--- src/rtl/enemy_ai.sv ---
// Enemy action generator: priority policy plus 16-bit Galois LFSR picks one action per decision window.
// Optional macro ENEMY_AI_AGGRO_EN adds hp inputs that halve the cooldown while the enemy leads on hp.
module enemy_ai #(
  parameter int unsigned POS_WIDTH     = 11,
  parameter int unsigned DECIDE_PERIOD = 16,
  parameter int unsigned MOVE_CYCLES   = 8,
  parameter int unsigned HOLD_CYCLES   = 6,
  parameter int unsigned ATTACK_RANGE  = 200,
  parameter int unsigned DODGE_RANGE   = 64,
  parameter logic [15:0] LFSR_SEED     = 16'hACE1
) (
  input  logic                 clk,
  input  logic                 rst,
  input  logic [1:0]           i_state,
  input  logic [POS_WIDTH-1:0] i_player_x,
  input  logic [POS_WIDTH-1:0] i_enemy_x,
  input  logic [POS_WIDTH-1:0] i_goodbullet_x,
  input  logic                 i_goodbullet_isE,
  input  logic                 i_badbullet_isE,
`ifdef ENEMY_AI_AGGRO_EN
  input  logic [1:0]           i_player_hp,
  input  logic [1:0]           i_enemy_hp,
`endif
  output logic                 o_right,
  output logic                 o_left,
  output logic                 o_jump,
  output logic                 o_squat,
  output logic                 o_attack,
  output logic                 o_defend
);

  localparam int unsigned DW          = POS_WIDTH + 1;
  localparam int unsigned MAX_MH      = (MOVE_CYCLES > HOLD_CYCLES) ? MOVE_CYCLES : HOLD_CYCLES;
  localparam int unsigned CNT_MAX     = (DECIDE_PERIOD > MAX_MH) ? DECIDE_PERIOD : MAX_MH;
  localparam int unsigned CNT_W       = $clog2(CNT_MAX + 1);
  localparam int unsigned HALF_PERIOD = ((DECIDE_PERIOD / 2) >= 1) ? (DECIDE_PERIOD / 2) : 1;
  localparam logic [15:0] LFSR_MASK   = 16'hB400;
  localparam logic [15:0] SEED_EFF    = (LFSR_SEED == 16'h0000) ? 16'h0001 : LFSR_SEED;

  typedef enum logic [2:0] {
    S_IDLE   = 3'd0,
    S_THINK  = 3'd1,
    S_MOVE   = 3'd2,
    S_JUMP   = 3'd3,
    S_SQUAT  = 3'd4,
    S_ATTACK = 3'd5,
    S_DEFEND = 3'd6,
    S_COOL   = 3'd7
  } state_e;

  state_e             state_q, state_d;
  logic [CNT_W-1:0]   cnt_q, cnt_d;
  logic               dir_q, dir_d;
  logic [15:0]        lfsr_q, lfsr_d;

  logic               play;
  logic signed [DW-1:0] pdiff, bdiff;
  logic [DW-1:0]      dxp, dxb;
  logic               player_right;
  logic [CNT_W-1:0]   cool_load;

  assign play = (i_state == 2'b01);

  // Sign-extended differences so extreme positions cannot overflow
  always_comb begin
    pdiff = $signed({i_player_x[POS_WIDTH-1], i_player_x}) - $signed({i_enemy_x[POS_WIDTH-1], i_enemy_x});
    bdiff = $signed({i_goodbullet_x[POS_WIDTH-1], i_goodbullet_x}) - $signed({i_enemy_x[POS_WIDTH-1], i_enemy_x});
    dxp   = pdiff[DW-1] ? ((~pdiff) + DW'(1)) : pdiff;
    dxb   = bdiff[DW-1] ? ((~bdiff) + DW'(1)) : bdiff;
    player_right = !pdiff[DW-1] && (pdiff != '0);
  end

`ifdef ENEMY_AI_AGGRO_EN
  assign cool_load = (i_enemy_hp > i_player_hp) ? CNT_W'(HALF_PERIOD - 1) : CNT_W'(DECIDE_PERIOD - 1);
`else
  assign cool_load = CNT_W'(DECIDE_PERIOD - 1);
`endif

  always_comb begin
    state_d = state_q;
    cnt_d   = cnt_q;
    dir_d   = dir_q;
    lfsr_d  = {1'b0, lfsr_q[15:1]} ^ (lfsr_q[0] ? LFSR_MASK : 16'h0000);
    if (!play) begin
      state_d = S_IDLE;
      cnt_d   = '0;
    end else begin
      case (state_q)
        S_IDLE: state_d = S_THINK;
        S_THINK: begin
          if (i_goodbullet_isE && (dxb <= DW'(DODGE_RANGE))) begin
            if (lfsr_q[1:0] == 2'b00) begin
              state_d = S_DEFEND;
              cnt_d   = CNT_W'(HOLD_CYCLES - 1);
            end else if (lfsr_q[2]) begin
              state_d = S_JUMP;
            end else begin
              state_d = S_SQUAT;
              cnt_d   = CNT_W'(HOLD_CYCLES - 1);
            end
          end else if (!i_badbullet_isE && (dxp <= DW'(ATTACK_RANGE))) begin
            state_d = S_ATTACK;
          end else if (dxp != '0) begin
            state_d = S_MOVE;
            cnt_d   = CNT_W'(MOVE_CYCLES - 1);
            dir_d   = player_right ^ (lfsr_q[3:0] == 4'h0);
          end else begin
            state_d = S_COOL;
            cnt_d   = cool_load;
          end
        end
        S_MOVE, S_SQUAT, S_DEFEND: begin
          if (cnt_q == '0) begin
            state_d = S_COOL;
            cnt_d   = cool_load;
          end else begin
            cnt_d = cnt_q - CNT_W'(1);
          end
        end
        S_JUMP, S_ATTACK: begin
          state_d = S_COOL;
          cnt_d   = cool_load;
        end
        S_COOL: begin
          if (cnt_q == '0) state_d = S_THINK;
          else             cnt_d   = cnt_q - CNT_W'(1);
        end
        default: begin
          state_d = S_IDLE;
          cnt_d   = '0;
        end
      endcase
    end
  end

  always_ff @(posedge clk) begin
    if (rst) begin
      state_q <= S_IDLE;
      cnt_q   <= '0;
      dir_q   <= 1'b0;
      lfsr_q  <= SEED_EFF;
    end else begin
      state_q <= state_d;
      cnt_q   <= cnt_d;
      dir_q   <= dir_d;
      lfsr_q  <= lfsr_d;
    end
  end

  // Moore decode gated by PLAY so leaving PLAY silences the enemy immediately
  always_comb begin
    o_right  = 1'b0;
    o_left   = 1'b0;
    o_jump   = 1'b0;
    o_squat  = 1'b0;
    o_attack = 1'b0;
    o_defend = 1'b0;
    if (play) begin
      case (state_q)
        S_MOVE: begin
          o_right = dir_q;
          o_left  = !dir_q;
        end
        S_JUMP:   o_jump   = 1'b1;
        S_SQUAT:  o_squat  = 1'b1;
        S_ATTACK: o_attack = 1'b1;
        S_DEFEND: o_defend = 1'b1;
        default: ;
      endcase
    end
  end

endmodule

--- config.mk ---
export PLATFORM = sky130hd
export DESIGN_NAME = enemy_ai
export DESIGN_NICKNAME = d
export VERILOG_FILES = /design/src/rtl/enemy_ai.sv
export SDC_FILE = /design/constraint.sdc
export NUM_CORES = 1
export LEC_CHECK = 0
export CAP_MARGIN = 20
export CORE_MARGIN = 10
export CORE_UTILIZATION = 50
export DETAILED_ROUTE_END_ITERATION = 10
export PLACE_DENSITY = 0.75
export SLEW_MARGIN = 20
export SYNTH_ARGS = -nofsm -noshare
export SYNTH_HDL_FRONTEND = slang
export SYNTH_SLANG_ARGS = --single-unit
export TNS_END_PERCENT = 10
--- constraint.sdc ---
create_clock -name clk -period 5.4 [get_ports clk]
set_input_delay 1.08 -clock clk [delete_from_list [all_inputs] [get_ports clk]]
set_output_delay 1.08 -clock clk [all_outputs]
set_load 0.02 [all_outputs]
# [Word level (Yosys, flattened, before mapping)]
# Cells that the tools add are included.
[word_totals] regBits=25 latch_bits=0 ramBits=0 rom_bits=0 output_inout_bits=6 memories=0
[op_classes] add_sub_neg=5 mul=0 div=0 n_lt_le_gt_ge=2 eq_ne=13 n_shift=0 muxes=31 n_bitwise=7 reduce_logical=19
[ops] operator="5-bit 2-to-1 mux" n=6
[ops] operator="12-bit by 2-bit adder with 12-bit output, second input constant" n=2
[ops] operator="12-bit 2-to-1 mux" n=2
[ops] operator="12-bit NOT" n=2
[ops] operator="12-bit nonzero test" n=2
[ops] operator="11-bit by 11-bit subtractor with 12-bit output" n=2
[ops] operator="3-bit 2-to-1 mux" n=7
[ops] operator="5-bit one-hot mux with 4 select lines" n=1
[ops] operator="16-bit 2-to-1 mux" n=1
[ops] operator="15-bit by 16-bit XOR with 16-bit output" n=1
[ops] operator="3-bit one-hot mux with 5 select lines" n=1
[ops] operator="3-bit == test, second input constant" n=4
[ops] operator="12-bit by 7-bit less-or-equal comparator with 1-bit output, second input constant" n=1
[ops] operator="12-bit by 8-bit less-or-equal comparator with 1-bit output, second input constant" n=1
[ops] operator="1-bit 2-to-1 mux" n=12
[ops] operator="3-bit by 2-bit == test with 1-bit output, second input constant" n=2
[ops] operator="2-bit != test, second input constant" n=3
[ops] operator="5-bit logical NOT" n=1
[ops] operator="5-bit AND reduction" n=1
[ops] operator="5-bit by 1-bit subtractor with 5-bit output, second input constant" n=1
[ops] operator="4-bit logical NOT" n=1
[ops] operator="4-bit 2-to-1 mux" n=1
[ops] operator="4-bit != test, second input constant" n=1
[ops] operator="4-bit AND reduction" n=1
[ops] operator="13 further kinds" n=20

# [Longest topological paths before layout]
# Gate-level depths: netlist of the first run.
[logic_depth] depth_word=9 mapped_depth=14

# [Worst setup path after synthesis of the first run]
# No wires, ideal clock.
[synth_timing] path_type="input -> register" start="input i_goodbullet_x[0]" end="register cnt_q[0]" t_arrival_ns=4.244 t_required_ns=5.321 setup_slack_ns=1.076 cell_stages=14 path_buffers=0 cell_sequence="inv_1 -> ha_1 -> inv_1 -> fa_1 -> a21o_1 -> a21oi_1 -> and3_1 -> o32a_1 -> nand3b_1 -> a2111oi_2 -> o211ai_1 -> o2111a_1 -> o32a_4 -> a211oi_2"
[synth_between] elab_chain_cells=8 word_cells_on_any_way=11 classes_between="2 x add/sub; 1 x order compare; 2 x eq/ne; 3 x mux; 1 x bitwise; 2 x reduce/logical"
[synth_rtl] element="from (decl)" line="17" source="input logic [POS_WIDTH-1:0] i_goodbullet_x,"
[synth_rtl] element="11-bit by 11-bit subtractor with 12-bit output *" line="67" source="bdiff = $signed({i_goodbullet_x[POS_WIDTH-1], i_goodbullet_x}) - $signed({i_enemy_x[POS_WIDTH-1], i_enemy_x});"
[synth_rtl] element="12-bit NOT" line="69" source="dxb = bdiff[DW-1] ? ((~bdiff) + DW'(1)) : bdiff;"
[synth_rtl] element="12-bit by 2-bit adder with 12-bit output" line="69"
[synth_rtl] element="12-bit 2-to-1 mux *" line="69"
[synth_rtl] element="12-bit by 7-bit less-or-equal comparator with 1-bit output *" line="91" source="if (i_goodbullet_isE && (dxb <= DW'(DODGE_RANGE))) begin"
[synth_rtl] element="1-bit logical AND *" line="91"
[synth_rtl] element="4-bit != test (no source line), or another cell as far along"
[synth_rtl] element="4-bit AND reduction (no source line) or 5-bit one-hot mux with 4 select lines (tied branches)"
[synth_rtl] element="to (signal assigned)" line="144" source="cnt_q <= cnt_d;"
[synth_rtl] element="to (decl)" line="52" source="logic [CNT_W-1:0] cnt_q, cnt_d;"
# Mark *: on every way between the ends. The rest lies on a longest branch, timed or not.
# A chain may end at the register's enable or synchronous reset.

# [Worst setup path after layout of the first run]
[layout_timing] start="input i_enemy_x[0]" end="register cnt_q[0]"
[layout_between] elab_chain_cells=8 word_cells_on_any_way=17 classes_between="4 x add/sub; 2 x order compare; 2 x eq/ne; 4 x mux; 2 x bitwise; 3 x reduce/logical"
[layout_rtl] element="from (decl)" line="16" source="input logic [POS_WIDTH-1:0] i_enemy_x,"
[layout_rtl] element="11-bit by 11-bit subtractor with 12-bit output (on tied branches)" line="67, 66"
[layout_rtl] element="12-bit NOT (on tied branches)" line="69, 68"
[layout_rtl] element="12-bit by 2-bit adder with 12-bit output (on tied branches)" line="69, 68"
[layout_rtl] element="12-bit 2-to-1 mux (on tied branches)" line="69, 68"
[layout_rtl] element="12-bit by 7-bit less-or-equal comparator with 1-bit output or 12-bit by 8-bit less-or-equal comparator with 1-bit output (tied branches)" line="91, 101"
[layout_rtl] element="1-bit logical AND (on tied branches)" line="91, 101"
[layout_rtl] element="4-bit != test (no source line), or another cell as far along"
[layout_rtl] element="4-bit AND reduction (no source line) or 5-bit one-hot mux with 4 select lines (tied branches)"
# Parallel ways exist; a longest one is shown, timed or not.

==> results of run 1 <==
-- Yosys cell counts (3+ instances only) --
master	count
nor2_1	34
inv_1	28
nand2_1	27
dfxtp_1	25
a21oi_1	24
ha_1	23
xnor2_1	17
nor3_1	15
o21ai_0	13
nor2b_1	11
nand2b_1	8
or2_2	8
a21o_1	7
clkbuf_1	7
nand3_1	7
o211ai_1	7
o21a_1	7
and3_1	6
nor4_1	6
a31oi_1	5
xor2_1	5
a211o_1	4
a211oi_1	4
o211a_1	4
a2111oi_0	3
a311oi_1	3
and2_1	3
mux2i_1	3
nand4_1	3
o21ai_1	3
o31a_1	3
o32ai_1	3
-- cells in the final DEF, fill, tap and decap left out, types with 3 or more instances in the layout --
cell type / count
a2111oi_0: 3
a211o_1: 4
a211oi_1: 4
a21o_1: 7
a21oi_1: 24
a311oi_1: 3
a31oi_1: 5
and2_1: 3
and3_1: 6
clkbuf_8: 3
clkdlybuf4s50_1: 44
dfxtp_1: 25
ha_1: 23
inv_1: 28
mux2i_1: 3
nand2_1: 27
nand2b_1: 8
nand3_1: 7
nand4_1: 3
nor2_1: 34
nor2b_1: 11
nor3_1: 15
nor4_1: 6
o211a_1: 4
o211ai_1: 7
o21a_1: 7
o21ai_0: 13
o21ai_1: 3
o31a_1: 3
o32ai_1: 3
or2_2: 8
xnor2_1: 17
xor2_1: 5
-- power by group --
part / internal (mW) / switching, mW / leakage [nW]
combinational: 0.155 / 0.198 / 1.15
sequential: 0.193 / 0.00484 / 0.206
clock: 0.0541 / 0.0648 / 0.0261
total: 0.402 / 0.268 / 1.38
-- final timing paths --
check / start / end
worst max-delay path: i_enemy_x[0] / cnt_q[0]$_SDFFE_PP0P_
worst min-delay path: lfsr_q[7]$_SDFF_PP1_ / lfsr_q[6]$_SDFF_PP1_
worst max register to register: cnt_q[0]$_SDFFE_PP0P_ / cnt_q[1]$_SDFFE_PP0P_
worst min register to register: lfsr_q[7]$_SDFF_PP1_ / lfsr_q[6]$_SDFF_PP1_
-- state kept, by name, indices dropped and copies added (netlist names) --
| signal | flops |
|---|---|
| lfsr_q | 16 |
| cnt_q | 5 |
| state_q | 3 |
| dir_q | 1 |
-- area by class of cell --
cell class	instances	area, um^2	area share
clock inverters	1	8.76	0.00254
clock buffers	3	41.3	0.0120
multi-input cells	317	2260	0.656
inverters	28	105	0.0305
well taps	72	90.1	0.0261
repair buffers	44	440	0.128
flip-flops and latches	25	500	0.145
-- worst max-delay path, cell delays in order --
cell	delay, ns
clkdlybuf4s50_1	0.49
ha_1	0.17
inv_1	0.06
fa_1	0.41
a21o_1	0.22
a221oi_2	0.46
xnor2_1	0.26
nor4_2	0.13
a2111oi_0	0.51
o31ai_1	0.16
a221o_1	0.41
o2111a_1	0.19
o32a_4	0.39
a211oi_2	0.20
-- layer usage --
metal | share of wire | track usage
met1 | 0.47 | 0.223
met2 | 0.47 | 0.274
met3 | 0.049 | 0.0249
met4 | 0.0028 | 0.0197
met5 | 0 | 0
-- per-stage QoR --
| step | utilization | instance area [um^2] | cells | hold slack (ns) | total power [mW] |
|---|---|---|---|---|---|
| after floorplan | - | 2900 | 379 | 0.389 | 0.466 |
| after global placement | 0.609 | 3400 | 486 | 0.392 | 0.544 |
| after detailed placement | 0.609 | 3400 | 486 | 0.397 | 0.549 |
| after CTS | 0.618 | 3450 | 490 | 0.419 | 0.668 |
| after global routing | 0.618 | 3450 | 490 | 0.427 | 0.722 |
| final | 0.618 | 3450 | 490 | 0.416 | 0.670 |
-- cells by family after synthesis --
family	after synthesis	synth area share
xor gates and xnor gates	23	0.0720
muxes	3	0.0103
buffers and inverters	37	0.0487
DFF	25	0.172
and+or+nand+nor	140	0.248
AOI/OAI and AO/OA	125	0.332
adders and majority gates	26	0.116
==> impl_metrics.py, run 1 <==
metrics = {
    "clock_tree": {
        "post_cts_buffers": 0,
        "cts.repair.resized": 0,
        "clockRootBuffer": "clkbuf_8",
        "cts_max_path_buffers": 2,
        "clk_pin_slew_ns": 0.09,
        "tritoncts": "yes",
        "clock_latency_ns": 0.27,
        "cts_buffers": 3,
        "cts_sinks": 25,
        "hold_buffers": 0,
        "htreeDepth": 1,
    },
    "final_layout": {
        "fillers": 510,
        "drive_above_1_share": 0.0574,
        "antenna_cells": 0,
        "area_delta_synth_final_pct": 18.8,
        "final_net_count": 483,
    },
    "die": {
        "die_w_um": 96.2,
        "die_h_um": 96.2,
        "ios": 45,
        "coreArea_um2": 5570,
        "initial_core_util": 0.521,
        "rows": 27,
        "die-area_um2": 9250,
    },
    "timing": {
        "rsz0062_at_grt": "false",
        "worstMarginPinSlew_ns": 0.712,
        "finalCriticalPeriod_ns": 4.93,
        "timing.final.max_slew_violations": 0,
        "hold_violations": 0,
        "relSlewSlack": 0.521,
        "fmax_ghz": 0.203,
        "postLayoutSetupSlackWorst_ns": 0.474,
        "clock_skew_ns": 0.00363,
        "fin_crit_sh": 0.912,
        "finalSetupViolCount": 0,
        "tns_ns": 0,
    },
    "grt": {
        "grt_pass1_vias": 2769,
        "antenna_found_initial": 0,
        "grt_pass1_wl_mm": 12.8,
        "grtUsageTotal": 0.164,
        "grt_max_degree": 20,
        "grt.overflow.total": 0,
    },
    "status": {
        "status": "completed",
    },
    "pwr": {
        "ir_drop_mv": 0.246,
        "p_per_area_nw_per_um2": 194,
        "p_leak_nw": 1.38,
    },
    "detailed_routing": {
        "route.detailed.drc": 0,
        "vias_per_cell": 5.98,
        "vias": 2928,
        "drt_pass1_iterations": 5,
        "drtIter0Drc": 206,
        "finalWirelength_mm": 7.48,
        "wl_per_cell_um": 15.3,
        "antenna_left": 0,
    },
    "synth": {
        "netlist.area_leader.share": 0.172,
        "syn_area_um2": 2900,
        "yosysWarnings": 0,
        "synth_area_leaders": "dfxtp_1 (17%), ha_1 (9.9%), xnor2_1 (5.1%), nor2_1 (4.4%), a21oi_1 (4.1%)",
        "synth-edff-count": 0,
        "avgSynthCellArea_um2": 7.66,
        "synth-seq-cells": 25,
        "ys_seq_area_frac": 0.172,
        "syn_nets": 443,
        "synth_ff_type": "dfxtp_1",
        "synth_area_leader_cell": "dfxtp_1",
        "synth-async-reset-ratio": 0,
        "synth.distinct_cells": 68,
        "synthCells": 379,
    },
    "placed_design": {
        "dpl.hpwl_mm": 6.10,
        "pre_cts_ws_ns": 0.230,
        "portBuffers": 44,
        "gpl.final_weighted_congestion": 0.891,
    },
    "worst_setup_path": {
        "cp_max_fo": 4,
        "crit_arrival_ns": 5.13,
        "critical_path_class": "in2reg",
        "end_kind": "register",
        "startpoint_type": "input port",
        "critPathRequiredTime_ns": 5.61,
        "r2r_setup_slack_ns": 3.57,
        "r2r_cells": 9,
    },
    "flow_run": {
        "drv_cap": 0,
    },
    "min_path": {
        "holdPathStages": 1,
        "hold_class": "reg2reg",
    },
}
Power figures use the tool's default switching activity.
==> inputs of run 2 (changes only) <==
--- a/config.mk
+++ b/config.mk
@@ -5,10 +5,11 @@
 export SDC_FILE = /design/constraint.sdc
 export NUM_CORES = 1
 export LEC_CHECK = 0
-export CAP_MARGIN = 20
+export CAP_MARGIN = 5
 export CORE_MARGIN = 10
 export CORE_UTILIZATION = 50
 export DETAILED_ROUTE_END_ITERATION = 10
+export MAX_ROUTING_LAYER = met4
 export PLACE_DENSITY = 0.75
 export SLEW_MARGIN = 20
 export SYNTH_ARGS = -nofsm -noshare
==> run 2 against run 1 <==
Against the previous run:
- first-iteration DRC count unchanged
- clock skew about the same
- flip-flop and latch count is the same
- critical path type unchanged
- critical endpoint unchanged
- die area unchanged
- utilization did not move
==> impl_metrics.py, run 2 (same netlist as run 1, synthesis figures left out) <==
metrics = {
    "detailed_routing": {
        "vias_per_cell": 5.97,
        "wl_per_cell_um": 15.3,
        "drt_pass1_iterations": 5,
        "finalWirelength_mm": 7.49,
        "vias": 2923,
        "antenna_left": 0,
        "drtIter0Drc": 206,
        "route.detailed.drc": 0,
    },
    "clock_tree": {
        "clk_pin_slew_ns": 0.09,
        "clock_latency_ns": 0.27,
        "hold_buffers": 0,
        "cts_buffers": 3,
        "htreeDepth": 1,
        "clockRootBuffer": "clkbuf_8",
        "cts.repair.resized": 0,
        "cts_sinks": 25,
        "tritoncts": "yes",
        "post_cts_buffers": 0,
        "cts_max_path_buffers": 2,
    },
    "grt": {
        "antenna_found_initial": 0,
        "grt.overflow.total": 0,
        "grt_pass1_wl_mm": 12.8,
        "grt_max_degree": 20,
        "grt_pass1_vias": 2772,
        "grtUsageTotal": 0.169,
    },
    "timing": {
        "timing.final.max_slew_violations": 0,
        "finalCriticalPeriod_ns": 4.93,
        "clock_skew_ns": 0.00403,
        "whs_ns": 0.417,
        "postLayoutSetupSlackWorst_ns": 0.473,
        "hold_violations": 0,
        "relSlewSlack": 0.521,
        "worstMarginPinSlew_ns": 0.712,
        "fmax_ghz": 0.203,
        "tns_ns": 0,
        "fin_crit_sh": 0.912,
        "rsz0062_at_grt": "false",
        "finalSetupViolCount": 0,
    },
    "worst_setup_path": {
        "startpoint_type": "input port",
        "critical_path_class": "in2reg",
        "r2r_end": "cnt_q[1]$_SDFFE_PP0P_",
        "r2r_cells": 9,
        "r2r_setup_slack_ns": 3.58,
        "critPathRequiredTime_ns": 5.61,
        "end_kind": "register",
        "crit_arrival_ns": 5.13,
        "cp_max_fo": 4,
        "reg2reg_from": "cnt_q[0]$_SDFFE_PP0P_",
    },
    "final_layout": {
        "area_delta_synth_final_pct": 18.8,
        "drive_above_1_share": 0.0574,
        "top_regs": "lfsr_q: 16 flops, cnt_q: 5 flops, state_q: 3 flops",
        "finalInstanceArea_um2": 3450,
        "final_common_cell": "clkdlybuf4s50_1",
        "layout_common_cells": "clkdlybuf4s50_1 (44), nor2_1 (34), inv_1 (28)",
        "largest-register": "lfsr_q",
        "fillers": 510,
        "final_net_count": 483,
        "largest_reg_flops": 16,
        "antenna_cells": 0,
    },
    "status": {
        "status": "completed",
    },
    "die": {
        "initial_core_util": 0.521,
        "die_w_um": 96.2,
        "coreArea_um2": 5570,
        "rows": 27,
        "die_h_um": 96.2,
        "die-area_um2": 9250,
        "ios": 45,
    },
    "pwr": {
        "p_per_area_nw_per_um2": 194,
        "ir_drop_mv": 0.246,
        "p_leak_nw": 1.38,
        "fin_total_pwr_mw": 0.670,
    },
    "min_path": {
        "holdPathStages": 1,
        "hold_class": "reg2reg",
        "holdPathEnd": "lfsr_q[5]$_SDFF_PP1_",
        "min-delay-start": "lfsr_q[6]$_SDFF_PP1_",
    },
    "flow_run": {
        "drv_cap": 0,
    },
    "placed_design": {
        "gpl.final_weighted_congestion": 0.906,
        "pre_cts_ws_ns": 0.230,
        "portBuffers": 44,
        "placed_area_um2": 3400,
        "dpl.hpwl_mm": 6.10,
    },
}
## run 2: metrics by stage
| step | util | cells |
|---|---|---|
| CTS | 0.618 | 490 |
| floorplan | - | 379 |
| global placement | 0.609 | 486 |
| detailed placement | 0.609 | 486 |
| finish | 0.618 | 490 |
| global route | 0.618 | 490 |
## run 2: cell type report
class | count | area (um^2) | share of cell area
Clock buffer | 3 | 41.3 | 0.0120
Clock inverter | 1 | 8.76 | 0.00254
Inverter | 28 | 105 | 0.0305
Multi-Input combinational cell | 317 | 2260 | 0.656
Sequential cell | 25 | 500 | 0.145
Tap cell | 72 | 90.1 | 0.0261
Timing Repair Buffer | 44 | 440 | 0.128
## run 2: critical path: stages
cell             delay, ns
clkdlybuf4s50_1       0.49
ha_1                  0.17
inv_1                 0.06
fa_1                  0.41
a21o_1                0.22
a221oi_2              0.46
xnor2_1               0.26
nor4_2                0.13
a2111oi_0             0.51
o31ai_1               0.16
a221o_1               0.41
o2111a_1              0.19
o32a_4                0.39
a211oi_2              0.20
## run 2: metal layers
metal	vias up	part of all wire	track usage
met2	72	0.48	0.275
met4	0	0.0027	0.0197
met3	2	0.049	0.0249
met5	-	0	-
li1	1503	-	-
met1	1346	0.47	0.222
## run 2: report_power, final
part,internal (mW),leakage (nW),switching (mW),total (mW)
logic,0.155,1.15,0.198,0.353
registers,0.193,0.206,0.00484,0.198
clock network,0.0541,0.0261,0.0647,0.119
## run 2: worst max path at each step
stage / start / depth (start not counted) / endpoint / slack (ns)
2_1_floorplan: i_goodbullet_x[0] / 14 / cnt_q[0]$_SDFFE_PP0P_ / 1.08
3_3_place_gp: i_enemy_x[0] / 14 / cnt_q[0]$_SDFFE_PP0P_ / 0.39
3_5_place_dp: i_enemy_x[0] / 14 / cnt_q[0]$_SDFFE_PP0P_ / 0.23
4_1_cts: i_enemy_x[0] / 14 / cnt_q[0]$_SDFFE_PP0P_ / 0.53
5_1_grt: i_enemy_x[0] / 14 / cnt_q[0]$_SDFFE_PP0P_ / 0.23
6_report: i_enemy_x[0] / 14 / cnt_q[0]$_SDFFE_PP0P_ / 0.47
==> inputs of run 3 (changes only) <==
==> constraint.sdc (replaced) <==
create_clock -name clk -period 5.3 [get_ports clk]
set_input_delay 1.06 -clock clk [delete_from_list [all_inputs] [get_ports clk]]
set_output_delay 1.06 -clock clk [all_outputs]
set_load 0.02 [all_outputs]
==> run 3 against run 2 <==
Against the previous run:
- via count down 0.48%
- count of clock-buffer cells in the layout did not move
- total power up 1.5%
- largest cell class unchanged
- combinational power increased by 2%
- register-to-register slack got worse by 0.12 ns
- clock power about the same
- flip-flop and latch count did not move
==> impl_metrics.py, run 3 (same netlist as run 1, synthesis figures left out) <==
metrics = {
    "status": {
        "status": "completed",
    },
    "min_path": {
        "min-delay-start": "lfsr_q[7]$_SDFF_PP1_",
        "hold_class": "reg2reg",
    },
    "clock_tree": {
        "cts_max_path_buffers": 2,
        "clk_pin_slew_ns": 0.09,
        "post_cts_buffers": 0,
        "clock_latency_ns": 0.27,
        "tritoncts": "yes",
        "cts.repair.resized": 0,
        "cts_buffers": 3,
        "htreeDepth": 1,
        "hold_buffers": 0,
        "cts_sinks": 25,
        "clockRootBuffer": "clkbuf_8",
    },
    "detailed_routing": {
        "antenna_left": 0,
        "finalWirelength_mm": 7.43,
        "vias": 2909,
        "met3WireLength_um": 373,
        "route.detailed.drc": 0,
        "drtIter0Drc": 182,
        "wl_met2_mm": 3.52,
        "drt_pass1_iterations": 4,
        "vias_per_cell": 5.94,
        "wl_per_cell_um": 15.2,
        "top_layer": "met4",
        "wl_met1_mm": 3.51,
    },
    "timing": {
        "fin_crit_sh": 0.922,
        "timing.final.max_slew_violations": 0,
        "rsz0062_at_grt": "false",
        "tns_ns": 0,
        "finalCriticalPeriod_ns": 4.89,
        "finalSetupViolCount": 0,
        "hold_violations": 0,
        "clock_skew_ns": 0.00173,
        "relSlewSlack": 0.548,
        "fmax_ghz": 0.205,
        "worstMarginPinSlew_ns": 0.672,
    },
    "pwr": {
        "p_leak_nw": 1.38,
        "ir_drop_mv": 0.255,
        "fin_total_pwr_mw": 0.681,
        "p_per_area_nw_per_um2": 197,
    },
    "placed_design": {
        "dpl.hpwl_mm": 6.09,
        "gpl.final_weighted_congestion": 0.906,
        "dp.cells": 486,
        "portBuffers": 44,
        "placed_area_um2": 3400,
    },
    "final_layout": {
        "drive_above_1_share": 0.0574,
        "largest_reg_flops": 16,
        "antenna_cells": 0,
        "final_net_count": 483,
        "finalInstanceArea_um2": 3450,
        "final_util": 0.618,
        "area_delta_synth_final_pct": 18.8,
        "layout_common_cells": "clkdlybuf4s50_1 (44), nor2_1 (34), inv_1 (28)",
        "top_regs": "lfsr_q: 16 flops, cnt_q: 5 flops, state_q: 3 flops",
        "largest-register": "lfsr_q",
        "layoutNonFillerInstCount": 490,
        "final_common_cell": "clkdlybuf4s50_1",
    },
    "worst_setup_path": {
        "critPathRequiredTime_ns": 5.50,
        "cp_max_fo": 5,
        "cp-startpoint": "i_enemy_x[0]",
        "reg2reg_from": "cnt_q[0]$_SDFFE_PP0P_",
        "slowest_delay_ns": 0.49,
        "crit_chain": "clkdlybuf4s50_1 -> ha_1 -> inv_1 -> fa_1 -> a211oi_1 -> nor4_1 -> a211oi_2 -> o211ai_1 -> nand3b_1 -> a2111oi_2 -> o211ai_1 -> o2111a_1 -> o32a_4 -> a211oi_2",
        "startpoint_type": "input port",
        "crit_arrival_ns": 5.09,
        "end_kind": "register",
        "critical_path_class": "in2reg",
        "critPathSlowestCell": "clkdlybuf4s50_1",
    },
    "die": {
        "rows": 27,
        "die_w_um": 96.2,
        "initial_core_util": 0.521,
        "coreArea_um2": 5570,
        "ios": 45,
        "die-area_um2": 9250,
        "die_h_um": 96.2,
    },
    "grt": {
        "grt_max_degree": 20,
        "antenna_found_initial": 0,
        "grtUsageTotal": 0.170,
        "grt_pass1_wl_mm": 12.9,
        "grt_pass1_vias": 2743,
        "grt.overflow.total": 0,
    },
    "flow_run": {
        "drv_cap": 0,
    },
}
run 3: power by group:
part           internal, mW  switching (mW)  leakage (nW)  total [mW]
sequential            0.197         0.00501         0.206       0.202
clock                0.0551          0.0646        0.0261       0.120
combinational         0.158           0.201          1.15       0.359
run 3: worst paths after layout:
kind	endpoint	slack, ns	depth (start not counted)
min reg2reg	lfsr_q[6]$_SDFF_PP1_	0.42	1
min	lfsr_q[6]$_SDFF_PP1_	0.42	1
max	cnt_q[0]$_SDFFE_PP0P_	0.41	14
max reg2reg	cnt_q[1]$_SDFFE_PP0P_	3.46	9
run 3: layout make-up:
type,count,area (um^2)
multi-input cells,317,2260
flip-flops and latches,25,500
inverters,28,105
well taps,72,90.1
repair buffers,44,440
clock buffers,3,41.3
fillers,518,2130
clock inverters,1,8.76
run 3: metrics by stage:
stage / worst slack, ns / hold slack [ns]
floorplan: 0.996 / 0.389
global placement: 0.306 / 0.392
detailed placement: 0.144 / 0.393
CTS: 0.447 / 0.415
global route: 0.154 / 0.424
finish: 0.414 / 0.415
run 3: metal layers:
layer  vias to the layer above  global-route usage
li1                       1513                   -
met1                      1338               0.221
met2                        56               0.279
met3                         2              0.0288
met4                         0              0.0160
met5                         -                   -
run 3: worst max-delay path, delay by kind of cell:
family                     cells  cell delay [ns]
buffers and inverters          2             0.54
adders and majority gates      2             0.58
AOI/OAI and AO/OA              8             2.55
and+or+nand+nor                2             0.35
